$ cat config.mk
export PLATFORM = sky130hd
export DESIGN_NAME = rx_fifo_flat
export DESIGN_NICKNAME = d
export VERILOG_FILES = /design/src/rtl/rx_fifo_if.sv /design/src/rtl/rx_fifo.sv /design/src/flat_wrapper.sv
export SDC_FILE = /design/constraint.sdc
export NUM_CORES = 1
export LEC_CHECK = 0
export CORE_ASPECT_RATIO = 0.7
export CORE_MARGIN = 3
export CORE_UTILIZATION = 45
export DETAILED_ROUTE_END_ITERATION = 6
export HOLD_SLACK_MARGIN = 0.12
export PLACE_DENSITY = 0.6
export SYNTH_ARGS = -nofsm -noshare
export SYNTH_HDL_FRONTEND = slang
export SYNTH_SLANG_ARGS = --single-unit
export TNS_END_PERCENT = 1
$ cat constraint.sdc
create_clock -name i_clock -period 3.2 [get_ports i_clock]
set_clock_uncertainty 0.1 [all_clocks]
set_input_delay 0.8 -clock i_clock [delete_from_list [all_inputs] [get_ports i_clock]]
set_output_delay 0.8 -clock i_clock [all_outputs]
set_load 0.1 [all_outputs]
$ cat src/rtl/rx_fifo_if.sv
// Receiver-to-consumer handshake bundle for rx_fifo: write strobe/data, pop request,
// overflow clear, and the head word with its status flags.
interface rx_fifo_if #(
  parameter int WIDTH_WORD = 8,
  parameter int ADDR_BITS  = 4
);
  logic                  i_rx_done;
  logic [WIDTH_WORD-1:0] i_data_rx;
  logic                  i_read;
  logic                  i_clear_overflow;
  logic [WIDTH_WORD-1:0] o_data;
  logic                  o_valid;
  logic                  o_empty;
  logic                  o_full;
  logic [ADDR_BITS:0]    o_count;
  logic                  o_overflow;

  modport master (
    output i_rx_done, i_data_rx, i_read, i_clear_overflow,
    input  o_data, o_valid, o_empty, o_full, o_count, o_overflow
  );

  modport slave (
    input  i_rx_done, i_data_rx, i_read, i_clear_overflow,
    output o_data, o_valid, o_empty, o_full, o_count, o_overflow
  );
endinterface

$ cat src/rtl/rx_fifo.sv
// Byte FIFO between UART rx and interface_circuit; RX_FIFO_FWFT_EN selects fall-through output.
// Latency: standard pop data one cycle after i_read; FWFT head visible one cycle after write.
// Backpressure: none upstream; writes while full (no same-cycle pop) are dropped and set o_overflow.
module rx_fifo #(
  parameter int WIDTH_WORD = 8,
  parameter int DEPTH      = 16,
  parameter int ADDR_BITS  = 4
) (
  input logic     i_clock,
  input logic     i_reset,
  rx_fifo_if.slave bus
);

  localparam logic [ADDR_BITS:0] FULL_COUNT = (ADDR_BITS+1)'(DEPTH);

  logic [WIDTH_WORD-1:0] mem [DEPTH];
  logic [ADDR_BITS-1:0]  wr_ptr;
  logic [ADDR_BITS-1:0]  rd_ptr;
  logic [ADDR_BITS:0]    count;
  logic [ADDR_BITS:0]    count_nxt;
  logic                  rd_acc;
  logic                  wr_acc;
  logic                  wr_drop;
  logic                  empty_q;
  logic                  full_q;
  logic                  overflow_q;

  // A pop in the same cycle frees the slot, so a write at full is still taken.
  always_comb begin
    rd_acc    = bus.i_read && (count != '0);
    wr_acc    = bus.i_rx_done && ((count != FULL_COUNT) || rd_acc);
    wr_drop   = bus.i_rx_done && !wr_acc;
    count_nxt = count;
    if (wr_acc && !rd_acc) begin
      count_nxt = count + 1'b1;
    end else if (rd_acc && !wr_acc) begin
      count_nxt = count - 1'b1;
    end
  end

  always_ff @(posedge i_clock) begin
    if (wr_acc) begin
      mem[wr_ptr] <= bus.i_data_rx;
    end
  end

  always_ff @(posedge i_clock) begin
    if (i_reset) begin
      wr_ptr     <= '0;
      rd_ptr     <= '0;
      count      <= '0;
      empty_q    <= 1'b1;
      full_q     <= 1'b0;
      overflow_q <= 1'b0;
    end else begin
      if (wr_acc) begin
        wr_ptr <= wr_ptr + 1'b1;
      end
      if (rd_acc) begin
        rd_ptr <= rd_ptr + 1'b1;
      end
      count   <= count_nxt;
      empty_q <= (count_nxt == '0);
      full_q  <= (count_nxt == FULL_COUNT);
      // A fresh drop outranks a clear in the same cycle.
      if (wr_drop) begin
        overflow_q <= 1'b1;
      end else if (bus.i_clear_overflow) begin
        overflow_q <= 1'b0;
      end
    end
  end

`ifdef RX_FIFO_FWFT_EN
  assign bus.o_data  = mem[rd_ptr];
  assign bus.o_valid = !empty_q;
`else
  logic [WIDTH_WORD-1:0] data_q;
  logic                  valid_q;

  always_ff @(posedge i_clock) begin
    if (i_reset) begin
      data_q  <= '0;
      valid_q <= 1'b0;
    end else begin
      valid_q <= rd_acc;
      if (rd_acc) begin
        data_q <= mem[rd_ptr];
      end
    end
  end

  assign bus.o_data  = data_q;
  assign bus.o_valid = valid_q;
`endif

  assign bus.o_empty    = empty_q;
  assign bus.o_full     = full_q;
  assign bus.o_count    = count;
  assign bus.o_overflow = overflow_q;

endmodule
$ cat src/flat_wrapper.sv
// flat-port wrapper written by rule: the top's interface ports become plain ports
module rx_fifo_flat 
#(
  parameter int WIDTH_WORD = 8,
  parameter int DEPTH      = 16,
  parameter int ADDR_BITS  = 4
)
  (i_clock, i_reset, bus_i_rx_done, bus_i_data_rx, bus_i_read, bus_i_clear_overflow, bus_o_data, bus_o_valid, bus_o_empty, bus_o_full, bus_o_count, bus_o_overflow);
  rx_fifo_if #(.WIDTH_WORD(WIDTH_WORD), .ADDR_BITS(ADDR_BITS)) bus_i ();
  input logic i_clock;
  input logic i_reset;
  input wire logic [$bits(bus_i.i_rx_done)-1:0] bus_i_rx_done;
  input wire logic [$bits(bus_i.i_data_rx)-1:0] bus_i_data_rx;
  input wire logic [$bits(bus_i.i_read)-1:0] bus_i_read;
  input wire logic [$bits(bus_i.i_clear_overflow)-1:0] bus_i_clear_overflow;
  output wire logic [$bits(bus_i.o_data)-1:0] bus_o_data;
  output wire logic [$bits(bus_i.o_valid)-1:0] bus_o_valid;
  output wire logic [$bits(bus_i.o_empty)-1:0] bus_o_empty;
  output wire logic [$bits(bus_i.o_full)-1:0] bus_o_full;
  output wire logic [$bits(bus_i.o_count)-1:0] bus_o_count;
  output wire logic [$bits(bus_i.o_overflow)-1:0] bus_o_overflow;
  assign bus_i.i_rx_done = bus_i_rx_done;
  assign bus_i.i_data_rx = bus_i_data_rx;
  assign bus_i.i_read = bus_i_read;
  assign bus_i.i_clear_overflow = bus_i_clear_overflow;
  assign bus_o_data = bus_i.o_data;
  assign bus_o_valid = bus_i.o_valid;
  assign bus_o_empty = bus_i.o_empty;
  assign bus_o_full = bus_i.o_full;
  assign bus_o_count = bus_i.o_count;
  assign bus_o_overflow = bus_i.o_overflow;
  rx_fifo #(.WIDTH_WORD(WIDTH_WORD), .DEPTH(DEPTH), .ADDR_BITS(ADDR_BITS)) u_core (.i_clock(i_clock), .i_reset(i_reset), .bus(bus_i));
endmodule
Word level (Yosys, flattened, before mapping). Memories as Yosys holds them, arrays and structs flattened. A register that Yosys moved wholly into a read port is not among the register bits. Index checks and enable logic that the tools add are counted.

Word-level logic and storage cells: 31. Output and inout bits: 17. Memories kept: 1. Flip-flop bits (word level): 17. Bits in writable memories: 128. Input bits: 13.

Memory list: u_core.mem (depth 16, width 8, rd ports 1, clocked after Yosys merged registers in 1, wr ports 1, RTL line rx_fifo.sv:16) `logic [WIDTH_WORD-1:0] mem [DEPTH];`.

Add/subtract/negate cells: 4. Eq/ne operators: 2. Multiplexer cells: 6. Reduce and logical (&&, ||, !) cells: 11.

Operators with widths (number): $mux 5 (2); $add 4x1->4 const B (2); $add 5x1->5 const B (1); $eq 5x5->1 const B (1); $logic_and 1x1->1 (5); $logic_not 5->1 (1); $ne 5x5->1 const B (1); $reduce_bool 5->1 (1); $sub 5x1->5 const B (1); $mux 1 (4); $logic_not 1->1 (2); $reduce_bool 2->1 (1); $logic_or 1x1->1 (1).

Longest topological paths before layout. Gate-level depths: netlist of the first run.

Word-level depth: 9. Mapped depth: 9. Mapped depth without buffers: 7.

Worst setup path after synthesis of the first run. OpenSTA, ideal clock, no wires.

Path kind: register -> register. Start point: reg u_core.count[0], in the netlist u_core.bus.o_count[0]. End point: mem u_core.mem[3][0], enable pin. Data arrival time: 2945 ps. Period minus slack after synthesis: 3428 ps. Data required time: 2717 ps. Library setup time: 383 ps. Cell stages (with the launch flop): 8. Buffers on the path: 1. Path slack: -228 ps. Cell sequence: dfxtp_1 clkbuf_1 inv_1 ha_1 nor3b_2 a21boi_1 nand2_1 nor3_1.

Longest elaborated chain between the ends: 6. Elaborated cells between the ends (all ways): 7. Those cells by class: eq/ne: 1; mux: 2; reduce/logical: 4.

Ends and longest elaborated chain: start, declared (RTL line rx_fifo.sv:19) `logic [ADDR_BITS:0] count;`; start signal, assigned (RTL line rx_fifo.sv:62) `count <= count_nxt;`; $reduce_bool 5->1 (RTL line rx_fifo.sv:30) `rd_acc = bus.i_read && (count != '0);`; $logic_and 1x1->1 (RTL line rx_fifo.sv:30); $logic_or 1x1->1 * (RTL line rx_fifo.sv:31) `wr_acc = bus.i_rx_done && ((count != FULL_COUNT) || rd_acc);`; $logic_and 1x1->1 * (RTL line rx_fifo.sv:31); $mux 1 * (RTL line rx_fifo.sv:42) `if (wr_acc) begin`; $mux 1 (not written as such) * (RTL line rx_fifo.sv:43) `mem[wr_ptr] <= bus.i_data_rx;`; end, declared (RTL line rx_fifo.sv:16).

Mark *: on every way between the ends. The rest lies on a longest branch, timed or not.

Worst setup path in the final report of the first run.
Start point: in bus_i_rx_done. End point: reg u_core.empty_q, in the netlist u_core.bus.o_empty.

Longest elaborated chain between the ends: 6. Elaborated cells between the ends (all ways): 7. Those cells by class: mux: 2; reduce/logical: 5.

Ends and longest elaborated chain: start, declared (RTL line flat_wrapper.sv:12) `input wire logic [$bits(bus_i.i_rx_done)-1:0] bus_i_rx_done;`; $logic_and 1x1->1 * (RTL line rx_fifo.sv:31); $logic_not 1->1 (RTL line rx_fifo.sv:36) `end else if (rd_acc && !wr_acc) begin`; $logic_and 1x1->1 (RTL line rx_fifo.sv:36); $mux 5 (RTL line rx_fifo.sv:36); $mux 5 * (RTL line rx_fifo.sv:34) `if (wr_acc && !rd_acc) begin`; $logic_not 5->1 * (RTL line rx_fifo.sv:63) `empty_q <= (count_nxt == '0);`; end signal, assigned (RTL line rx_fifo.sv:63); end, declared (RTL line rx_fifo.sv:24) `logic empty_q;`.

Marks and branches as above. A chain may end at the register's enable or synchronous reset.

==> results.toml, run 1 <==
[power]
power.density_nw_per_um2 = 784
total_power_w = 0.00573
ir_worst_vdd_v = 0.000391
p_leak_nw = 2.43

[outcome]
outcome = "complete, no violations"

[clock_tree]
cts.clk_slew.worst_paths_ps = 60
root_buffer = "clkbuf_16"
htree_num_levels = 4
cts_sinks = 153
clock_path_buffers = 2
cts_tree = "built"
cts_setup_buffers = 0
ctsResizeCount = 0
ctsHoldBuffers = 0
clock_latency_ps = 410
cts_inserted_buffers = 17

[sta]
setup_slack_ps = 641
fmax_ghz = 0.391
rsz0062_at_grt = "no"
min_period_over_period_pct = 80.0
setup_viol_count_final = 0
final_hold_viol_count = 0
min_period_ps = 2560
tightest_slew_ps = 791
max_slew_margin_pct = 47.2
drv_slew = 0
whs_ps = 374
fin_setup_tns_ps = 0

[synthesis]
synth_edf_count = 128
async_flop_share_pct = 0
synthesis.area_sq_um = 6140
synth_nets = 384
syn_inst = 364
avgSynthCellArea_sq_um = 16.9
ys_seq_area_share_pct = 70.7
ys_seq_elements = 153
ys.flop_type = "edfxtp_1"
yosys_warnings = 0
yosysUniqueCellTypes = 46

[global_routing]
grt_pass1_wl_um = 19600
grt_max_degree = 27
grt.total_usage_pct = 17.5
antenna_found_initial = 0
grt-ovfl-total = 0
grt_pass1_vias = 3301

[layout]
antenna_cells = 0
drive_above_1_share_pct = 26.3
layout.nets = 433
areaGrowthSynthToFinish_pct = 19.0
fillCellCount = 1061
regArea_sq_um = 4350
finalInstanceArea_sq_um = 7310
multi_input_area_sq_um = 1650

[place]
place.gp.congestion = 0.820
place_ws_ps = 274
dp_hpwl_um = 7920
numPortBuffers = 29
placed_cell_area_sq_um = 6700

[critical_path]
cp-end-kind = "flip-flop"
required_ps = 3430
cp-startpoint = "bus_i_rx_done"
cp_max_fo = 11
r2r_cells = 8
cp-start-kind = "input pin"
reg2reg_from = "u_core.bus.o_count[0]"
arrival_ps = 2790
critPathKind = "input pin to flip-flop"

[detailed_routing]
drtPass1Iterations = 5
wl_um = 12600
detail_route.wl_per_cell_um = 20.6
vias = 3326
drt-initial-drc-count = 337
antenna_left = 0
remaining_drc_errors = 0
routed_via_density = 5.44

[job]
cap_violations = 0

[floorplanning]
die_area_sq_um = 15100
die_w_um = 146
die_h_um = 104
row_count = 35
core-area_sq_um = 13300
io_pins = 30
start_util_pct = 46.3

[worst_hold_path]
min_path_type = "flip-flop to flip-flop"
min-delay-start = "u_core.bus.o_overflow"
hold_path_depth = 2
-- path summary, 6_finish.rpt --
| path | end | slack [ps] |
|---|---|---|
| max | u_core.bus.o_empty | 640 |
| min | u_core.bus.o_overflow | 370 |
| max reg2reg | u_core.mem[3][1] | 940 |
| min reg2reg | u_core.bus.o_overflow | 370 |
-- cell type report --
cell class,instances,share of cell area (%)
clock buffer,25,7.65
clock inverter,7,0.685
tap,185,3.17
sequential,153,59.5
timing repair buffer,53,6.03
inverter,7,0.360
multi-input combinational,181,22.6
-- metrics by stage --
step                      utilization (%)  std cells
after floorplan                         -        364
after global placement               50.5        579
after detailed placement             50.5        579
after CTS                            55.1        611
after global routing                 55.1        611
final                                55.1        611
-- state kept, by name, indices dropped and copies added (netlist names) --
name and flops:
u_core.bus.o_overflow 1, u_core.rd_ptr 4, u_core.bus.o_valid 1, u_core.mem 128
u_core.bus.o_count 5, u_core.bus.o_empty 1, u_core.bus.o_data 8, u_core.bus.o_full 1
u_core.wr_ptr 4
-- metal layers --
layer / GRT usage, % / up-vias / wire, um
li1: - / 1528 / -
met1: 27.2 / 1673 / 6170
met2: 25.1 / 116 / 5570
met3: 3.89 / 9 / 765
met4: 4.88 / 0 / 97
met5: 0 / - / 0
-- placed cells by master, fill, tap and decap left out, types with 2 or more instances in the layout --
cell type and n:
a211oi_1 2, a21oi_1 19, a22oi_1 16, and2_1 2, and3_1 2, buf_4 40, clkbuf_16 20, clkbuf_8 4
clkdlybuf4s50_1 12, clkinv_2 2, clkinv_4 2, dfxtp_1 22, dfxtp_2 3, edfxtp_1 128, ha_1 7, inv_1 7
mux2i_1 2, mux4_2 32, nand2_1 11, nand2b_1 5, nand4_1 4, nor2_1 36, nor2b_1 6, nor3_1 5
nor3b_2 2, o211ai_1 3, or3_1 2, xnor2_1 4, xor2_1 4
-- cell usage after synthesis (all sizes together), types with 3 or more instances --
cell    number  area, sq um
inv          7         26.3
nand2b       5         31.3
nand2       11         41.3
clkbuf      12         50.1
a22oi       16          120
nand4        4         25.0
nor2        36          135
edfxtp     128         3840
a21oi       19         95.1
xnor2        4         35.0
dfxtp       25          500
o211ai       3         22.5
mux4        32          721
nor2b        6         37.5
a21boi       3         26.3
xor2         4         35.0
buf         11         67.6
nor3         5         25.0
ha           7         87.6
-- worst max-delay path, stage by stage --
cell and delay, ps:
clkdlybuf4s50_1 700, nor4bb_1 460, o2bb2ai_1 190, o211ai_1 230, nand4_1 170, a211oi_1 250
-- report_power, final --
group	internal (W)	total [W]	switching [W]
Clock	0.00122	0.00199	0.000775
Combinational	0.000533	0.00142	0.000887
Sequential	0.00224	0.00231	0.0000691
Total	0.00400	0.00573	0.00173
-- cell families (layout without fill, tap and decap cells) --
logic type	after synthesis	count (layout)	synth area share, %
buf+inv	30	92	2.34
compound gates	54	54	6.07
simple gates	78	78	6.21
mux	34	34	12.1
flops	153	153	70.7
fa+ha+maj	7	7	1.43
xor+xnor	8	8	1.14
Note: power is estimated with default switching activity, not from simulation.
==> run 2: changes to the inputs <==
--- a/config.mk
+++ b/config.mk
@@ -10,7 +10,7 @@
 export CORE_UTILIZATION = 45
 export DETAILED_ROUTE_END_ITERATION = 6
 export HOLD_SLACK_MARGIN = 0.12
-export PLACE_DENSITY = 0.6
+export PLACE_DENSITY = 0.63
 export SYNTH_ARGS = -nofsm -noshare
 export SYNTH_HDL_FRONTEND = slang
 export SYNTH_SLANG_ARGS = --single-unit
==> constraint.sdc (replaced) <==
create_clock -name i_clock -period 2.3 [get_ports i_clock]
set_clock_uncertainty 0.1 [all_clocks]
set_input_delay 0.575 -clock i_clock [delete_from_list [all_inputs] [get_ports i_clock]]
set_output_delay 0.575 -clock i_clock [all_outputs]
set_load 0.1 [all_outputs]
==> run 2 against run 1 <==
  * Cell count increased by 2.8%
  * Clock power increased by 36%
  * Worst hold slack improved by 7.9 ps
  * Via count increased by 2.9%
  * Highest routed layer unchanged
  * Final area increased by 7.2%
  * Critical path type unchanged
  * Register-to-register slack got worse by 780 ps
  * Core utilization increased by 3.9 points
  * Non-clock buffer count increased by 17
  * Flip-flop and latch count unchanged
  * Critical path depth unchanged
==> results.toml, run 2 (synthesis results as in run 1) <==
[sta]
drv_slew = 0
min_period_ps = 2170
final_hold_viol_count = 0
max_slew_margin_pct = 55.1
fmax_ghz = 0.460
min_period_over_period_pct = 94.5
fin_setup_tns_ps = 0
tightest_slew_ps = 671
setup_viol_count_final = 0

[critical_path]
reg2reg_from = "u_core.bus.o_count[1]"
cp-startpoint = "bus_i_rx_done"
cp-start-kind = "input pin"
arrival_ps = 2400
critPathBufInv = 1
critical_path.slowest_cell = "clkdlybuf4s50_1"
max_stage_delay_ps = 530
cp_max_fo = 4
critPathKind = "input pin to flip-flop"
crit_chain = "clkdlybuf4s50_1 -> nor4bb_1 -> o2bb2ai_1 -> o211ai_1 -> nand4_1 -> a211oi_1"
required_ps = 2530
cp_top_family = "compound AO/OA/AOI/OAI gates"
cp-end-kind = "flip-flop"

[power]
power.density_nw_per_um2 = 1040
switchingPower_w = 0.00252
swShare_pct = 30.9
clkPwrFrac_pct = 33.1
p_int_w = 0.00562
pwr-share-seq_pct = 39.8
ir_worst_vdd_v = 0.000612
combPwrFrac_pct = 27.1
p_leak_nw = 2.59

[detailed_routing]
detail_route.wl_per_cell_um = 20.6
routed_via_density = 5.45
antenna_left = 0
drtPass1Iterations = 5
remaining_drc_errors = 0
vias = 3422
drt-initial-drc-count = 340
wl_um = 12900

[floorplanning]
row_count = 35
die_w_um = 146
die_area_sq_um = 15100
die_h_um = 104
io_pins = 30
start_util_pct = 46.3
core-area_sq_um = 13300

[global_routing]
grt_max_degree = 29
grt_pass1_vias = 3524
grt.total_usage_pct = 18.1
grt_pass1_wl_um = 20400
antenna_found_initial = 0
grt-ovfl-total = 0

[layout]
drive_above_1_share_pct = 34.3
regMostFlops = "u_core.mem"
areaGrowthSynthToFinish_pct = 27.5
layout.nets = 450
final_cell_mix = "edfxtp_1 (128), buf_4 (37), mux4_2 (32), nor2_1 (24), buf_12 (21)"
largest_reg_flops = 128
finalInstanceArea_sq_um = 7830
mostFrequentLayoutCell = "edfxtp_1"
antenna_cells = 0

[place]
placed_cell_area_sq_um = 7250
dp_hpwl_um = 8590
numPortBuffers = 29
place.gp.congestion = 0.833

[clock_tree]
clock_latency_ps = 420
cts_sinks = 153
clock_path_buffers = 2
htree_num_levels = 4
cts_inserted_buffers = 17
root_buffer = "clkbuf_16"
cts.clk_slew.worst_paths_ps = 60
cts_setup_buffers = 0
ctsResizeCount = 0
cts_tree = "built"
ctsHoldBuffers = 0

[outcome]
outcome = "complete, no violations"

[worst_hold_path]
min_path_type = "flip-flop to flip-flop"
min-delay-start = "u_core.bus.o_overflow"

[job]
cap_violations = 0
[run 2: cell types whose count changed in the layout (fill, tap and decap cells not counted), sizes merged]
cell	change
clkinv	+1
inv	+1
buf	+17
clkinvlp	+2
bufinv	+2
clkbuf	-6
[run 2: layout make-up]
type                       count  area, sq um
inverter                       7         28.8
fill                         998         5440
clock inverter                13          144
clock buffer                  19          433
sequential                   153         4360
tap                          185          231
timing repair buffer          70          818
multi-input combinational    181         1820
[run 2: metrics by stage]
step	utilization (%)	total power, W	worst slack, ps	instances	hold slack (ps)
after detailed placement	54.6	0.00550	-232	596	378
after global placement	54.6	0.00548	-166	596	362
after global routing	59.0	0.00850	-20.3	628	437
after CTS	59.0	0.00821	104	628	388
after floorplan	-	0.00491	-86.1	364	428
final	59.0	0.00815	127	628	382
[run 2: final timing paths]
path                                               to  slack, ps  cells past startpoint
worst min-delay path            u_core.bus.o_overflow        380                      2
worst max register to register      u_core.bus.o_full        160                      7
worst max-delay path               u_core.bus.o_empty        130                      6
worst min register to register  u_core.bus.o_overflow        380                      2
[run 2: worst reg2reg max path, cell delays in order (launching register included)]
cell and delay (ps):
dfxtp_4 370, inv_1 120, ha_4 160, or3b_1 490
a21boi_2 190, o22ai_1 100, a311oi_2 330, nor3b_2 210
[run 2: routing by layer]
metal  GRT usage (%)  share of wire [%]
met3            4.94                5.4
met2            26.0                 46
met5               0                  0
met1            27.5                 48
met4            4.67               0.79
[run 2: power groups by stage]
stage | clock network (W) | registers [W] | logic (W)
floorplan | 0 | 0.00375 | 0.00115
global placement | 0 | 0.00329 | 0.00219
detailed placement | 0 | 0.00330 | 0.00221
CTS | 0.00276 | 0.00324 | 0.00221
global route | 0.00288 | 0.00326 | 0.00236
finish | 0.00270 | 0.00324 | 0.00221
